`config.mk`:
```
export PLATFORM = sky130hd
export DESIGN_NAME = cache_bus_arbiter
export DESIGN_NICKNAME = d
export VERILOG_FILES = /design/src/rtl/cache_bus_arbiter_pkg.sv /design/src/rtl/cache_bus_arbiter.sv
export SDC_FILE = /design/constraint.sdc
export NUM_CORES = 1
export LEC_CHECK = 0
export CAP_MARGIN = 20
export CORE_AREA = 4 4 116 118
export DETAILED_ROUTE_END_ITERATION = 16
export DIE_AREA = 0 0 120 122
export PLACE_DENSITY = 0.65
export SLEW_MARGIN = 20
export SYNTH_ARGS = -nofsm -noshare
export SYNTH_HDL_FRONTEND = slang
export SYNTH_SLANG_ARGS = --single-unit
```
`constraint.sdc`:
```
create_clock -name clk -period 1.8 [get_ports clk]
set_clock_uncertainty 0.05 [all_clocks]
set_input_delay 0.27 -clock clk [delete_from_list [all_inputs] [get_ports clk]]
set_output_delay 0.27 -clock clk [all_outputs]
set_load 0.1 [all_outputs]
```
`src/rtl/cache_bus_arbiter_pkg.sv`:
```
// Shared encodings for the cache bus arbiter: FSM states, grant values and
// the width of the starvation counter.
package cache_bus_arbiter_pkg;

  typedef enum logic [1:0] {
    IDLE = 2'b00,
    ADDR = 2'b01,
    DATA = 2'b11
  } state_t;

  localparam logic GRANT_INST = 1'b0;
  localparam logic GRANT_DATA = 1'b1;

  localparam int STARVE_W = 4;

endpackage

```
`src/rtl/cache_bus_arbiter.sv`:
```
// Merges the instruction- and data-cache sram-like ports onto one bridge port,
// one transaction at a time, data first with bounded instruction starvation.
//
// state | meaning
// IDLE  | no transaction; arbitrate among pending requests
// ADDR  | bus_req high, waiting for the bridge to accept the address
// DATA  | address accepted, waiting for the bridge to return data_ok
module cache_bus_arbiter
  import cache_bus_arbiter_pkg::*;
#(
  parameter int MAX_STARVE = 4
) (
  input  logic        clk,
  input  logic        resetn,

  input  logic        inst_req,
  input  logic        inst_wr,
  input  logic [1:0]  inst_size,
  input  logic [31:0] inst_addr,
  input  logic [31:0] inst_wdata,
  output logic [31:0] inst_rdata,
  output logic        inst_addr_ok,
  output logic        inst_data_ok,

  input  logic        data_req,
  input  logic        data_wr,
  input  logic [1:0]  data_size,
  input  logic [31:0] data_addr,
  input  logic [31:0] data_wdata,
  output logic [31:0] data_rdata,
  output logic        data_addr_ok,
  output logic        data_data_ok,

  output logic        bus_req,
  output logic        bus_wr,
  output logic [1:0]  bus_size,
  output logic [31:0] bus_addr,
  output logic [31:0] bus_wdata,
  input  logic [31:0] bus_rdata,
  input  logic        bus_addr_ok,
  input  logic        bus_data_ok
);

  localparam logic [STARVE_W-1:0] STARVE_LIMIT = STARVE_W'(MAX_STARVE);

  state_t              state;
  logic                grant;
  logic [STARVE_W-1:0] starve_cnt;
  logic                next_grant;
  logic                addr_hit;
  logic                data_hit;

  // Data wins a tie unless instruction has already waited through the limit.
  always_comb begin
    next_grant = GRANT_INST;
    if (data_req && !(inst_req && (starve_cnt == STARVE_LIMIT)))
      next_grant = GRANT_DATA;
  end

  always_ff @(posedge clk or negedge resetn) begin
    if (!resetn) begin
      state      <= IDLE;
      grant      <= GRANT_INST;
      starve_cnt <= '0;
    end else begin
      unique case (state)
        IDLE: begin
          if (inst_req || data_req) begin
            grant <= next_grant;
            state <= ADDR;
            if (next_grant == GRANT_INST)
              starve_cnt <= '0;
            else if (inst_req && (starve_cnt != STARVE_LIMIT))
              starve_cnt <= starve_cnt + 1'b1;
          end
        end
        ADDR: begin
          if (bus_addr_ok)
            state <= bus_data_ok ? IDLE : DATA;
        end
        DATA: begin
          if (bus_data_ok)
            state <= IDLE;
        end
        default: state <= IDLE;
      endcase
    end
  end

  assign bus_req   = (state == ADDR);
  assign bus_wr    = (grant == GRANT_DATA) ? data_wr    : inst_wr;
  assign bus_size  = (grant == GRANT_DATA) ? data_size  : inst_size;
  assign bus_addr  = (grant == GRANT_DATA) ? data_addr  : inst_addr;
  assign bus_wdata = (grant == GRANT_DATA) ? data_wdata : inst_wdata;

  // A data_ok seen in IDLE belongs to nobody and is dropped here.
  assign addr_hit = (state == ADDR) && bus_addr_ok;
  assign data_hit = (addr_hit && bus_data_ok) || ((state == DATA) && bus_data_ok);

  assign inst_addr_ok = addr_hit && (grant == GRANT_INST);
  assign data_addr_ok = addr_hit && (grant == GRANT_DATA);
  assign inst_data_ok = data_hit && (grant == GRANT_INST);
  assign data_data_ok = data_hit && (grant == GRANT_DATA);

  assign inst_rdata = bus_rdata;
  assign data_rdata = bus_rdata;

endmodule

```
Word level (Yosys, flattened, before mapping)
Cells that the tools add are included.

storage, ports and cells
  input port bits = 172
  output and inout port bits = 136
  word-level logic and storage cells = 42
  bits in registers = 7

operators by class
  add/subtract/negate cells = 1
  bitwise gates (word level) = 1
  eq/ne operators = 8
  multiplexer cells = 12
  reduce and logical (&&, ||, !) cells = 17

operators with widths
  operator                                                          number
  32-bit 2-to-1 mux                                                 2
  1-bit logical AND                                                 10
  2-bit 2-to-1 mux                                                  5
  4-bit 2-to-1 mux                                                  2
  2-bit one-hot mux with 3 select lines                             1
  3-bit AND reduction                                               2
  4-bit by 1-bit adder with 4-bit output (second input constant)    1
  4-bit by 3-bit == test with 1-bit output (second input constant)  1
  2-bit by 1-bit != test with 1-bit output (second input constant)  2
  2-bit != test (second input constant)                             2
  4-bit by 3-bit != test with 1-bit output (second input constant)  1
  2-bit by 1-bit == test with 1-bit output (second input constant)  1
  2-bit == test (second input constant)                             1
  2-bit zero test                                                   1
  1-bit logical OR                                                  2
  1-bit 2-to-1 mux                                                  2
  2-bit AND reduction                                               1
  1-bit zero test                                                   1
  1-bit inverter                                                    1

Logic depth before layout (Yosys ltp)
  depth after elaboration = 7
  mapped depth = 5
  mapped depth without buffers = 5

Least setup slack after synthesis
No wires, ideal clock.

  path type = register -> output
  from = reg state[0]
  to = out data_addr_ok
  stages on the path, launching flop included = 5
  data required time = 1.480 ns
  slack = -1.876 ns
  arrival time = 3.356 ns
  path buffers = 1
  path through = dfrtp_1 -> buf_2 -> nor2b_1 -> nand2_1 -> nor2_1

on the way
  cells in the longest elaborated chain, start to end = 3

RTL lines
  element                                   RTL line                  text
  start: declaration                        cache_bus_arbiter.sv:46   state_t state;
  start signal: assignment                  cache_bus_arbiter.sv:79   state <= bus_data_ok ? IDLE : DATA;
  2-bit by 1-bit == test with 1-bit output  --
  named net bus_req                         cache_bus_arbiter.sv:34   output logic bus_req,
  1-bit logical AND                         cache_bus_arbiter.sv:97   assign addr_hit = (state == ADDR) && bus_addr_ok;
  1-bit logical AND                         cache_bus_arbiter.sv:101  assign data_addr_ok = addr_hit && (grant == GRANT_DATA);
  end: declaration                          cache_bus_arbiter.sv:31   output logic data_addr_ok,

The timed path passes the listed nets, and every way through them passes these cells.

Worst setup path after layout
  from = reg grant
  to = out bus_addr[10]

on the way
  cells in the longest elaborated chain, start to end = 1

RTL lines
  element                   RTL line                 text
  start: declaration        cache_bus_arbiter.sv:47  logic grant;
  start signal: assignment  cache_bus_arbiter.sv:69  grant <= next_grant;
  32-bit 2-to-1 mux         cache_bus_arbiter.sv:93  assign bus_addr = (grant == GRANT_DATA) ? data_addr : inst_addr;
  end: declaration          cache_bus_arbiter.sv:37  output logic [31:0] bus_addr,

Every way passes these cells.

==> metrics.md <==
| Metric | Value |
|---|---|
| Status | `finished clean` |
| CTS tree | `yes` |
| Pre-antenna DRT Iters | `4` |
| Layout cells sized above 1 | `between 40% and 50%` |
| CTS Hold Bufs | `0` |
| Final Cell Area | `approximately 4500 um^2` |
| Max-cap viol count | `0` |
| CTS H-tree depth | `1` |
| Post-synth cell types | `25` |
| First-pass GRT wire length | `13,400 um` |
| Crit path DAT | `about 1.5 ns` |
| Worst skew pair latency | `around 0.23 ns` |
| Full die area | `roughly 15,000 um^2` |
| Fmax | `0.558 GHz` |
| Max Fanout on Critical Path | `12` |
| Setup violators final | `0` |
| Mapped Avg Cell Area | `9.05 um^2` |
| Initial Util | `between 10% and 20%` |
| Largest cells by area after synthesis | `mux2_2 45%, buf_4 28%, dfrtp_1 10%` |
| CP startpoint kind | `flip-flop` |
| Chip width | `120 um` |
| Number of diodes | `0` |
| Share of the yosys chip area belonging to registers | `about a tenth` |
| Post-Synthesis Cell Area | `about 1700 um^2` |
| Cells after synthesis | `about 190` |
| Synth area leader | `mux2_2` |
| #FFs+latches synth | `7` |
| Crit. End Element | `primary output` |
| Flop-to-flop setup slack | `roughly 0.32 ns` |
| Tot GR Track Use | `about an eighth` |
| Post-route non-filler standard cell count | `511` |
| Final WL | `~10,000 um` |
| Reg clk slew, reported paths | `0.03 ns` |
| Initial antenna violation count | `1` |
| Core ar. | `12,500 um^2` |
| Row cnt | `41` |
| Vias per cell | `about 3.8` |
| Period minus WS final | `around 1.8 ns` |
| Synth Flop Type | `dfrtp_1` |
| 1st-iter DRT viols | `39` |
| P_leak | `0.00182 uW` |
| Sink Count | `7` |
| Worst endpoint required time | `1.48 ns` |
| Synth warn | `0` |
| Chip height | `roughly 120 um` |
| Routed via count | `around 1,900` |
| Final setup TNS | `0 ns` |
| Setup repair after global routing missed its margin | `yes` |
| DRC | `0` |
| Relative slew slack | `between 60% and 70%` |
| GP Congestion | `around 0.73` |
| Post-detail-place hpwl | `8650 um` |
| Count leader, synth | `mux2_2` |
| Final Hold Violating Endpoints | `0` |
| FFs w/ async S/R, synth | `100%` |
| Fin. max-slew vios | `0` |
| Port bufs | `211` |
| TritonCTS buffer count | `3` |
| Mapped Nets | `roughly 360` |
| Synth-to-Final Area Change | `168%` |
| Ports | `approximately 310` |
| Tightest Pin Transition | `0.473 ns` |
| Worst vdd ir | `approximately 0.00072 V` |
| Top cell type's share of synthesized area | `between 40% and 50%` |
| Placed cell count | `around 500` |
| Tcrit/Tclk final | `between 90% and 100%` |
| PwrDens | `about 1600 nW/um^2` |
| Clock buffer depth | `2` |
| Number of global-route vias before repair | `approximately 2,000` |
| Crit Path Category | `flip-flop to primary output` |
| Drt wl/cell | `~20 um` |
| Post-layout nets | `around 500` |
| Hold Crit Class | `primary input to asynchronous set/reset pin` |
| CTS root buffer | `clkbuf_16` |
| Placed standard-cell area | `around 4300 um^2` |
| Synth cell count leaders | `67 x mux2_2, 64 x buf_4, 8 x buf_2, 7 x dfrtp_1` |
| GRT overflow | `0` |
| EDFF count, synth | `0` |
| Total power | `7100 uW` |
| Antenna violation net count after detailed routing | `0` |
| Largest net degree at the start of global routing | `41` |
per-layer routing:
metal  vias up  global-route usage, %  part of all wire, %  wire length, um
li1        887                      -                    -                -
met1       879                   13.5                   36             3660
met2       151                   20.7                   52             5280
met3         6                   5.90                   11             1140
met4         2                   1.43                 0.60               61
met5         -                      0                 0.13               13
kinds of logic after synthesis:
family,count (synthesis),synth area share (%)
adder cells (fa/ha/maj),2,1.48
AO/OA/AOI/OAI,10,3.62
AND/OR/NAND/NOR,19,5.77
buffers and inverters,80,33.0
multiplexers,69,45.8
flip-flops,7,10.3
critical path: stages (launching register included):
cell and delay (ns):
dfrtp_2 0.36, buf_12 0.15, clkbuf_16 0.19, mux2_2 0.37, buf_12 0.17
timing repair:
action                     CTS  global route
setup buffers                0             1
pin swaps                    0             0
setup endpoints to repair   40            42
cloned                       0             4
gates resized for setup      1             6
per-stage QoR:
stage | hold WS (ns) | setup slack, ns | utilization [%]
6_report | 0.257 | 0.00815 | 36.3
5_1_grt | 0.283 | -0.0220 | 36.3
4_1_cts | 0.262 | -0.0219 | 35.3
3_5_place_dp | 0.491 | 0.0370 | 34.6
3_3_place_gp | 0.455 | 0.0377 | 34.6
2_1_floorplan | -0.0756 | -0.187 | -
report_power, final:
part,switching [uW],internal (uW)
Sequential,42.8,203
Combinational,3930,2550
Clock,74.4,294
cell usage in the layout (no fill, tap or decap), types with 3 or more instances in the layout:
cell	count
clkdlybuf4s50_1	139
dfrtp_1	5
o22ai_1	3
nand2_1	4
buf_4	4
inv_1	6
o21ai_0	3
nor2_4	3
mux2_4	4
clkbuf_16	6
mux2_2	63
buf_12	74
state kept, by name, summed over array words and instances, names as in the netlist:
signal	cells
state	2
starve_cnt	4
grant	1
path summary, 6_finish.rpt:
path                                        to     startpoint  cells past startpoint
worst max-delay path              bus_addr[10]          grant                      4
worst min-delay path             starve_cnt[3]         resetn                      1
worst max register to register   starve_cnt[1]  starve_cnt[0]                      5
worst min register to register   starve_cnt[0]  starve_cnt[0]                      2
max in group asynchronous             state[0]         resetn                      1
min in group clk                data_rdata[20]  bus_rdata[20]                      0
cell type report:
cell class,count,area [um^2]
clock buffers,4,78.8
repair buffers,222,3020
well taps,172,215
inverters,6,22.5
fillers,1211,7940
flip-flops and latches,7,178
multi-input cells,100,1010
Note: power is estimated with default switching activity, not from simulation.
